`config.mk`:
```
export PLATFORM = sky130hd
export DESIGN_NAME = sync_fifo
export DESIGN_NICKNAME = d
export VERILOG_FILES = /design/src/rtl/fifo_pkg.sv /design/src/rtl/sync_fifo_mem.sv /design/src/rtl/sync_fifo.sv
export SDC_FILE = /design/constraint.sdc
export NUM_CORES = 1
export LEC_CHECK = 0
export ABC_AREA = 0
export CORE_ASPECT_RATIO = 0.8
export CORE_MARGIN = 1
export CORE_UTILIZATION = 35
export DETAILED_ROUTE_END_ITERATION = 16
export DONT_BUFFER_PORTS = 1
export MAX_ROUTING_LAYER = met4
export PLACE_DENSITY = 0.47
export SLEW_MARGIN = 20
export SYNTH_ARGS = -nofsm -noshare
export SYNTH_HDL_FRONTEND = slang
export SYNTH_SLANG_ARGS = --single-unit
```
`constraint.sdc`:
```
create_clock -name clk -period 2 [get_ports clk]
set_input_delay 0.1 -clock clk [delete_from_list [all_inputs] [get_ports clk]]
set_output_delay 0.1 -clock clk [all_outputs]
set_load 0.01 [all_outputs]
```
`src/rtl/fifo_pkg.sv`:
```
// Shared types and sizing helpers for the synchronous FIFO.
package fifo_pkg;

  typedef enum logic {
    FIFO_STD  = 1'b0,
    FIFO_FWFT = 1'b1
  } fifo_mode_e;

  function automatic int ptr_width(input int depth);
    return $clog2(depth) + 1;
  endfunction

  function automatic int cnt_width(input int depth);
    return $clog2(depth) + 1;
  endfunction

  function automatic bit is_pow2(input int v);
    return (v > 0) && ((v & (v - 1)) == 0);
  endfunction

endpackage

```
`src/rtl/sync_fifo_mem.sv`:
```
// FIFO storage: one synchronous write port, one asynchronous read port, no reset.
module sync_fifo_mem #(
  parameter int DATA_WIDTH = 8,
  parameter int DEPTH      = 16,
  parameter int AW         = $clog2(DEPTH)
) (
  input  logic                  clk,
  input  logic                  we,
  input  logic [AW-1:0]         waddr,
  input  logic [DATA_WIDTH-1:0] wdata,
  input  logic [AW-1:0]         raddr,
  output logic [DATA_WIDTH-1:0] rdata
);

  logic [DATA_WIDTH-1:0] mem [DEPTH];

  always_ff @(posedge clk) begin
    if (we) mem[waddr] <= wdata;
  end

  assign rdata = mem[raddr];

endmodule

```
`src/rtl/sync_fifo.sv`:
```
// Single-clock FIFO with registered flags, standard or first-word-fall-through read.
// Define SYNC_FIFO_ERR_EN to enable the sticky overflow/underflow flags.
module sync_fifo
  import fifo_pkg::*;
#(
  parameter int DATA_WIDTH = 8,
  parameter int DEPTH      = 16,
  parameter int AFULL_TH   = DEPTH - 2,
  parameter int AEMPTY_TH  = 2,
  parameter int FWFT       = 0
) (
  input  logic                        clk,
  input  logic                        rst,
  input  logic                        w_en,
  input  logic [DATA_WIDTH-1:0]       data_in,
  input  logic                        r_en,
  output logic [DATA_WIDTH-1:0]       data_out,
  output logic                        full,
  output logic                        empty,
  output logic                        almost_full,
  output logic                        almost_empty,
  output logic [cnt_width(DEPTH)-1:0] count,
  output logic                        overflow,
  output logic                        underflow
);

  localparam int AW = $clog2(DEPTH);
  localparam int PW = ptr_width(DEPTH);
  localparam int CW = cnt_width(DEPTH);
  localparam fifo_mode_e MODE = (FWFT != 0) ? FIFO_FWFT : FIFO_STD;
  localparam logic [CW-1:0] FULL_C = CW'(DEPTH);
  localparam logic [CW-1:0] AF_C   = CW'(AFULL_TH);
  localparam logic [CW-1:0] AE_C   = CW'(AEMPTY_TH);

  if (!is_pow2(DEPTH) || DEPTH < 2) begin : g_bad_depth
    $error("sync_fifo: DEPTH must be a power of two and >= 2");
  end
  if (!(AEMPTY_TH > 0 && AEMPTY_TH < AFULL_TH && AFULL_TH < DEPTH)) begin : g_bad_thresh
    $error("sync_fifo: need 0 < AEMPTY_TH < AFULL_TH < DEPTH");
  end

  logic [PW-1:0]         wr_ptr, rd_ptr, rd_ptr_nxt;
  logic [CW-1:0]         count_nxt;
  logic                  wr_acc, rd_acc;
  logic [AW-1:0]         mem_raddr;
  logic [DATA_WIDTH-1:0] mem_rdata, head_nxt;

  assign wr_acc = w_en && !full;
  assign rd_acc = r_en && !empty;

  always_comb begin
    rd_ptr_nxt = rd_ptr + PW'(rd_acc);
    count_nxt  = count;
    case ({wr_acc, rd_acc})
      2'b10:   count_nxt = count + CW'(1);
      2'b01:   count_nxt = count - CW'(1);
      default: count_nxt = count;
    endcase
    // FWFT prefetches the word that will be at the head after this edge;
    // if that slot is being written right now, bypass the memory.
    mem_raddr = (MODE == FIFO_FWFT) ? rd_ptr_nxt[AW-1:0] : rd_ptr[AW-1:0];
    head_nxt  = (wr_acc && (rd_ptr_nxt == wr_ptr)) ? data_in : mem_rdata;
  end

  sync_fifo_mem #(
    .DATA_WIDTH (DATA_WIDTH),
    .DEPTH      (DEPTH),
    .AW         (AW)
  ) u_mem (
    .clk   (clk),
    .we    (wr_acc),
    .waddr (wr_ptr[AW-1:0]),
    .wdata (data_in),
    .raddr (mem_raddr),
    .rdata (mem_rdata)
  );

  always_ff @(posedge clk) begin
    if (rst) begin
      wr_ptr       <= '0;
      rd_ptr       <= '0;
      count        <= '0;
      full         <= 1'b0;
      empty        <= 1'b1;
      almost_full  <= 1'b0;
      almost_empty <= 1'b1;
      data_out     <= '0;
    end else begin
      if (wr_acc) wr_ptr <= wr_ptr + PW'(1);
      rd_ptr       <= rd_ptr_nxt;
      count        <= count_nxt;
      full         <= (count_nxt == FULL_C);
      empty        <= (count_nxt == '0);
      almost_full  <= (count_nxt >= AF_C);
      almost_empty <= (count_nxt <= AE_C);
      if (MODE == FIFO_STD) begin
        if (rd_acc) data_out <= mem_rdata;
      end else if (count_nxt != '0) begin
        data_out <= head_nxt;
      end
    end
  end

`ifdef SYNC_FIFO_ERR_EN
  always_ff @(posedge clk) begin
    if (rst) begin
      overflow  <= 1'b0;
      underflow <= 1'b0;
    end else begin
      if (w_en && full)  overflow  <= 1'b1;
      if (r_en && empty) underflow <= 1'b1;
    end
  end
`else
  assign overflow  = 1'b0;
  assign underflow = 1'b0;
`endif

endmodule

```
==> impl_metrics.ini, run 1 <==
[yosys]
synth_cells = 360
ys_seq_area_share_pct = 69.6
synth_area_um2 = 6240
synthDistinctLibCells = 50
async_flop_share_pct = 0
synth_top_area_share_pct = 61.6
synth_seq_cells = 153
avgSynthCellArea_um2 = 17.3
ys_warn_count = 0
synth_largest_area_cell = edfxtp_1
ys.flop_type = edfxtp_1
synthTopCellsByArea = edfxtp_1 (62%), dfxtp_1 (8.0%), mux4_1 (7.6%)
synth_edf_count = 128

[critical_path]
cp_slowest_cell = dfxtp_2
path_buf_inv = 1
critPathMaxFanout = 4
startpoint_type = register
reg2reg_slack_ns = -0.07
criticalPathCategory = reg2reg
crit_top_cell = o31ai_4
crit_arrival_ns = 2.38
cp_slowest_stage_delay_ns = 0.32
crit_chain = nand2b_4 > clkinv_4 > nand2_4 > xnor2_2 > ha_2 > a21o_1 > and3_4 > o31ai_4 > o31ai_4 > nor4_4
cp_top_family = simple AND/OR/NAND/NOR gates
cp.required_ns = 2.31
endpoint_kind = register

[clock_tree]
clk_pin_slew_ns = 0.06
clkSinkCount = 153
clk_latency_ns = 0.42
h-tree-depth = 4
cts_max_path_buffers = 2
cts_buffers = 17
clockRootBuffer = clkbuf_16
cts_tree = yes

[placed_design]
post-dp-hpwl_um = 8930
place_congestion = 0.791
portBuffers = 0
place_area_um2 = 6770

[cells_and_area]
final_common_cell = edfxtp_1
num_antenna_cells = 0
layout-drive-gt1-share_pct = 29.1
most-common-layout-cells = edfxtp_1 (128), buf_4 (46), nor2_1 (34)
fin_util_pct = 43.7
fin_nets = 437
syn_to_final_growth_pct = 21.7
design_area_um2 = 7590

[job]
drv_cap = 0

[outcome]
status = finished with violations
violations = negative setup slack

[sta]
setup_violations = 6
slew_violations = 0
worst_clock_skew_ns = 0.00659
min_period_ns = 2.07
rsz0062_at_grt = yes
tightest_slew_ns = 0.979
period_share_pct = 103
max_freq_ghz = 0.483
finalWorstSetupSlack_ns = -0.0691
final-hold-violation-count = 0
max-slew-margin-rel_pct = 34.5

[routing]
vias = 3341
totalWireLength_um = 13800
wl_per_cell_um = 21.1
drc = 0
ant_nets = 0
drt-initial-drc-count = 273
drt-pass1-iter-count = 4
routed_via_density = 5.11

[floorplan]
dieArea_um2 = 18400
pin_count = 31
start_util_pct = 35.9
core-area_um2 = 17400
die_h_um = 121
rows = 43
die_w_um = 151

[grt]
antenna_found_initial = 0
grt_max_degree = 35
grt_pass1_wl_um = 20500
grt_pass1_vias = 3343
grt_overflow = 0
grt_use_total_pct = 16.7

[pwr]
ir_worst_vdd_mv = 0.517
p_leak_uw = 0.00258
p_per_area_nw_per_um2 = 1090

[worst_hold_path]
hold_path.class = in2reg
cell type report:
type	instances	area, um2
flip-flops and latches	153	4350
inverters	7	33.8
well taps	225	282
clock inverters	14	133
multi-input cells	177	1850
clock buffers	17	425
repair buffers	61	520
fillers	1566	9790
per-stage QoR:
stage | hold WS [ns] | power [uW] | cells | TNS (ns) | setup WS (ns)
finish | 0.0915 | 8270 | 654 | -0.236 | -0.0691
global route | 0.0925 | 8620 | 654 | -0.822 | -0.160
CTS | 0.0930 | 8270 | 653 | -0.323 | -0.104
detailed placement | 0.172 | 5080 | 611 | -0.310 | -0.0999
global placement | 0.171 | 5080 | 611 | -0.0851 | -0.0397
floorplan | 0.184 | 4700 | 361 | 0 | 0.00142
state kept, by name, summed over array words and instances, names as in the netlist:
signal,cells
rd_ptr,4
almost_empty,1
wr_ptr,4
empty,1
full,1
almost_full,1
data_out,8
u_mem.mem,128
count,5
final timing paths:
check,start,endpoint,depth (start not counted)
setup reg to reg,empty,full,10
hold / removal,r_en,rd_ptr[0],5
hold reg to reg,wr_ptr[1],wr_ptr[1],2
setup / recovery,empty,full,10
layer usage:
| layer | part of all wire [%] | global-route usage [%] | wire [um] | up-vias |
|---|---|---|---|---|
| met5 | 0 | - | 0 | - |
| met4 | 0.69 | 4.31 | 95 | 0 |
| met3 | 5.1 | 5.23 | 710 | 11 |
| met2 | 44 | 22.7 | 6120 | 69 |
| met1 | 50 | 23.9 | 6900 | 1720 |
| li1 | - | - | - | 1541 |
worst min-delay path, stage by stage:
cell and delay, ns:
nand2b_4 0.05, clkinv_4 0.06, buf_4 0.13, xnor2_1 0.06, nor2_1 0.07
synth_stat cells, types with 2 or more instances:
| cell | n |
|---|---|
| a21oi_1 | 19 |
| a22oi_1 | 16 |
| a31oi_1 | 2 |
| and2_1 | 5 |
| buf_1 | 2 |
| buf_2 | 4 |
| buf_4 | 2 |
| buf_6 | 5 |
| clkbuf_1 | 8 |
| dfxtp_1 | 25 |
| edfxtp_1 | 128 |
| ha_1 | 8 |
| inv_1 | 5 |
| mux4_1 | 18 |
| mux4_2 | 14 |
| nand2_1 | 9 |
| nand2b_1 | 3 |
| nand3_1 | 3 |
| nor2_1 | 34 |
| nor2b_1 | 3 |
| nor3_1 | 4 |
| o211ai_1 | 2 |
| o21ai_0 | 2 |
| o31ai_1 | 5 |
| xnor2_1 | 5 |
| xor2_1 | 5 |
where the power goes:
part           switching (uW)  internal (uW)  leakage, uW
Sequential                118           3590      0.00136
Clock                    1220           1810     0.000270
Combinational             781            752     0.000948
Total                    2120           6150      0.00258
what timing repair did:
item,in CTS,in global routing
hold buffers,9,0
endpoints found under the setup margin,6,12
setup buffers,2,1
hold endpoints to repair,153,0
pin swaps,10,12
resized for setup,12,19
kinds of logic after synthesis:
family	after synthesis	share of synthesized area [%]
fa+ha+maj	8	1.60
simple gates	70	5.46
buf+inv	31	3.17
mux	33	12.8
xor+xnor	10	1.40
flops	153	69.6
compound gates	54	5.86
other cells	1	0.0601
No activity file was read; power rests on OpenSTA's default activity.
==> inputs of run 2 (changes only) <==
--- a/config.mk
+++ b/config.mk
@@ -5,7 +5,7 @@
 export SDC_FILE = /design/constraint.sdc
 export NUM_CORES = 1
 export LEC_CHECK = 0
-export ABC_AREA = 0
+export ABC_AREA = 1
 export CORE_ASPECT_RATIO = 0.8
 export CORE_MARGIN = 1
 export CORE_UTILIZATION = 35
@@ -13,6 +13,7 @@
 export DONT_BUFFER_PORTS = 1
 export MAX_ROUTING_LAYER = met4
 export PLACE_DENSITY = 0.47
+export REMOVE_ABC_BUFFERS = 1
 export SLEW_MARGIN = 20
 export SYNTH_ARGS = -nofsm -noshare
 export SYNTH_HDL_FRONTEND = slang
==> run 2 against run 1 <==
The run now ends clean; non-clock buffer count decreased by 20; clock-buffer cell count grew 1; cell area fell by 2.3%; critical endpoint is now almost_empty.
==> impl_metrics.ini, run 2 <==
[critical_path]
crit_arrival_ns = 2.14
endpoint_kind = register
startpoint_type = register
cp_slowest_cell = dfxtp_1
criticalPathCategory = reg2reg
critPathMaxFanout = 9
crit_top_cell = inv_1
cp_slowest_stage_delay_ns = 0.34
cp_top_family = simple AND/OR/NAND/NOR gates
worstSetupPathDepth = 14
crit_chain = inv_2 > nand2_4 > nand2_4 > inv_1 > ha_1 > inv_1 > o21bai_1 > inv_1 > nand2_1 > nand2_1 > nand3_2 > nand3_2 > inv_2 > nor2_2
cp.required_ns = 2.32
path_buf_inv = 5
r2r.worst_path.cells = 14

[routing]
wl_per_cell_um = 19.4
vias = 4110
totalWireLength_um = 15900
routed_via_density = 4.99
drc = 0
ant_nets = 0
drt-pass1-iter-count = 5
drt-initial-drc-count = 319

[clock_tree]
clk_pin_slew_ns = 0.06
clkSinkCount = 153
clockRootBuffer = clkbuf_16
cts_max_path_buffers = 2
cts_tree = yes
h-tree-depth = 4
clk_latency_ns = 0.42
cts_buffers = 17

[grt]
grt_util_met2_pct = 28.4
grt_pass1_vias = 3995
grt_pass1_wl_um = 23900
antenna_found_initial = 1
use_met3_pct = 3.65
top_usage_layer = met2
grt_max_degree = 61
grt_use_met1_pct = 24.3
grt_overflow = 0
grt_use_total_pct = 18.3

[yosys]
synthDistinctLibCells = 37
synth_seq_cells = 153
ys_warn_count = 0
ys.flop_type = edfxtp_1
synthTopCellsByArea = edfxtp_1 (60%), dfxtp_1 (7.8%), nor2_1 (6.0%)
ys_seq_area_share_pct = 67.9
synth_commonest_cells = edfxtp_1 (128), nor2_1 (103), o21ai_0 (53)
yosysMostFrequentCell = edfxtp_1
synth_largest_area_cell = edfxtp_1
synth_edf_count = 128
synth_cells = 554
synth_area_um2 = 6400
async_flop_share_pct = 0
avgSynthCellArea_um2 = 11.5
synth_top_area_share_pct = 60.1

[sta]
final-hold-violation-count = 0
max_freq_ghz = 0.550
rsz0062_at_grt = no
worst_clock_skew_ns = 0.0101
max-slew-margin-rel_pct = 38.0
tightest_slew_ns = 0.926
slew_violations = 0
setup_tns_ns = 0
period_share_pct = 90.9
setup_violations = 0
min_period_ns = 1.82

[cells_and_area]
largest_reg_flops = 128
top_regs = u_mem.mem (128), data_out (8), count (5)
top_register = u_mem.mem
fin_nets = 604
layout-drive-gt1-share_pct = 14.4
final_common_cell = edfxtp_1
syn_to_final_growth_pct = 15.9
design_area_um2 = 7410
most-common-layout-cells = edfxtp_1 (128), nor2_1 (103), o21ai_0 (52)

[worst_hold_path]
whs_path_depth = 6
hold_path.class = in2reg

[floorplan]
start_util_pct = 36.4
die_h_um = 123
die_w_um = 153
dieArea_um2 = 18800
core-area_um2 = 17600
pin_count = 31
rows = 43

[placed_design]
place_congestion = 0.775
post-dp-hpwl_um = 9860
place_area_um2 = 6750
portBuffers = 0

[pwr]
ir_worst_vdd_mv = 0.552
p_per_area_nw_per_um2 = 1040
p_leak_uw = 0.00268

[outcome]
status = finished clean

[job]
drv_cap = 0
[run 2: area by class of cell]
| class | count | area, um2 |
|---|---|---|
| antenna | 1 | 2.50 |
| clock buffer | 18 | 429 |
| clock inverter | 14 | 133 |
| fill | 1628 | 10200 |
| inverter | 42 | 160 |
| multi-input combinational | 329 | 1700 |
| sequential | 153 | 4350 |
| tap | 225 | 282 |
| timing repair buffer | 41 | 358 |
[run 2: cell families after synthesis]
kind of cell    Yosys count  synth area share (%)
flops                   153                  67.9
compound gates          120                  10.8
mux                       1                 0.156
buf+inv                  73                  5.53
simple gates            195                  13.6
fa+ha+maj                 8                  1.56
other cells               1                0.0586
xor+xnor                  3                 0.411
[run 2: final timing paths]
check             from            to  slack (ns)
min               r_en   data_out[2]        0.08
max reg2reg       full  almost_empty        0.18
max               full  almost_empty        0.18
min reg2reg  wr_ptr[2]     wr_ptr[2]        0.52
[run 2: worst reg2reg max path: cells and delay by family (launching register included)]
family | cells | cell delay (ns)
flops | 1 | 0.34
buf+inv | 5 | 0.36
simple gates | 7 | 0.55
fa+ha+maj | 1 | 0.32
compound gates | 1 | 0.14
[run 2: power by group]
part	switching (uW)	internal, uW	leakage, uW
Clock	1270	1820	0.000279
Combinational	617	288	0.00104
Sequential	107	3580	0.00136
[run 2: metrics by stage]
stage	util [%]	setup slack, ns	power [uW]	hold WS, ns	instances
floorplan	-	-0.539	4320	0.168	524
finish	42.1	0.182	7680	0.0755	823
CTS	42.1	0.115	7730	0.0602	822
detailed placement	38.4	0.132	4590	0.176	780
global route	42.1	0.0112	7960	0.0982	823
global placement	38.4	0.168	4590	0.174	780
[run 2: per-layer routing]
layer	part of all wire (%)	wire length [um]	vias to the layer above
met3	3.6	572	10
li1	-	-	2018
met1	50	8030	2019
met5	0	0	-
met2	45	7210	63
met4	0.81	129	0
[run 2: timing repair]
item | 4_1_cts | 5_1_grt
hold buffers | 10 | 0
buffers inserted | 0 | 0
gates resized for setup | 0 | 1
endpoints found under the hold margin | 151 | 0
setup endpoints to repair | 0 | 3
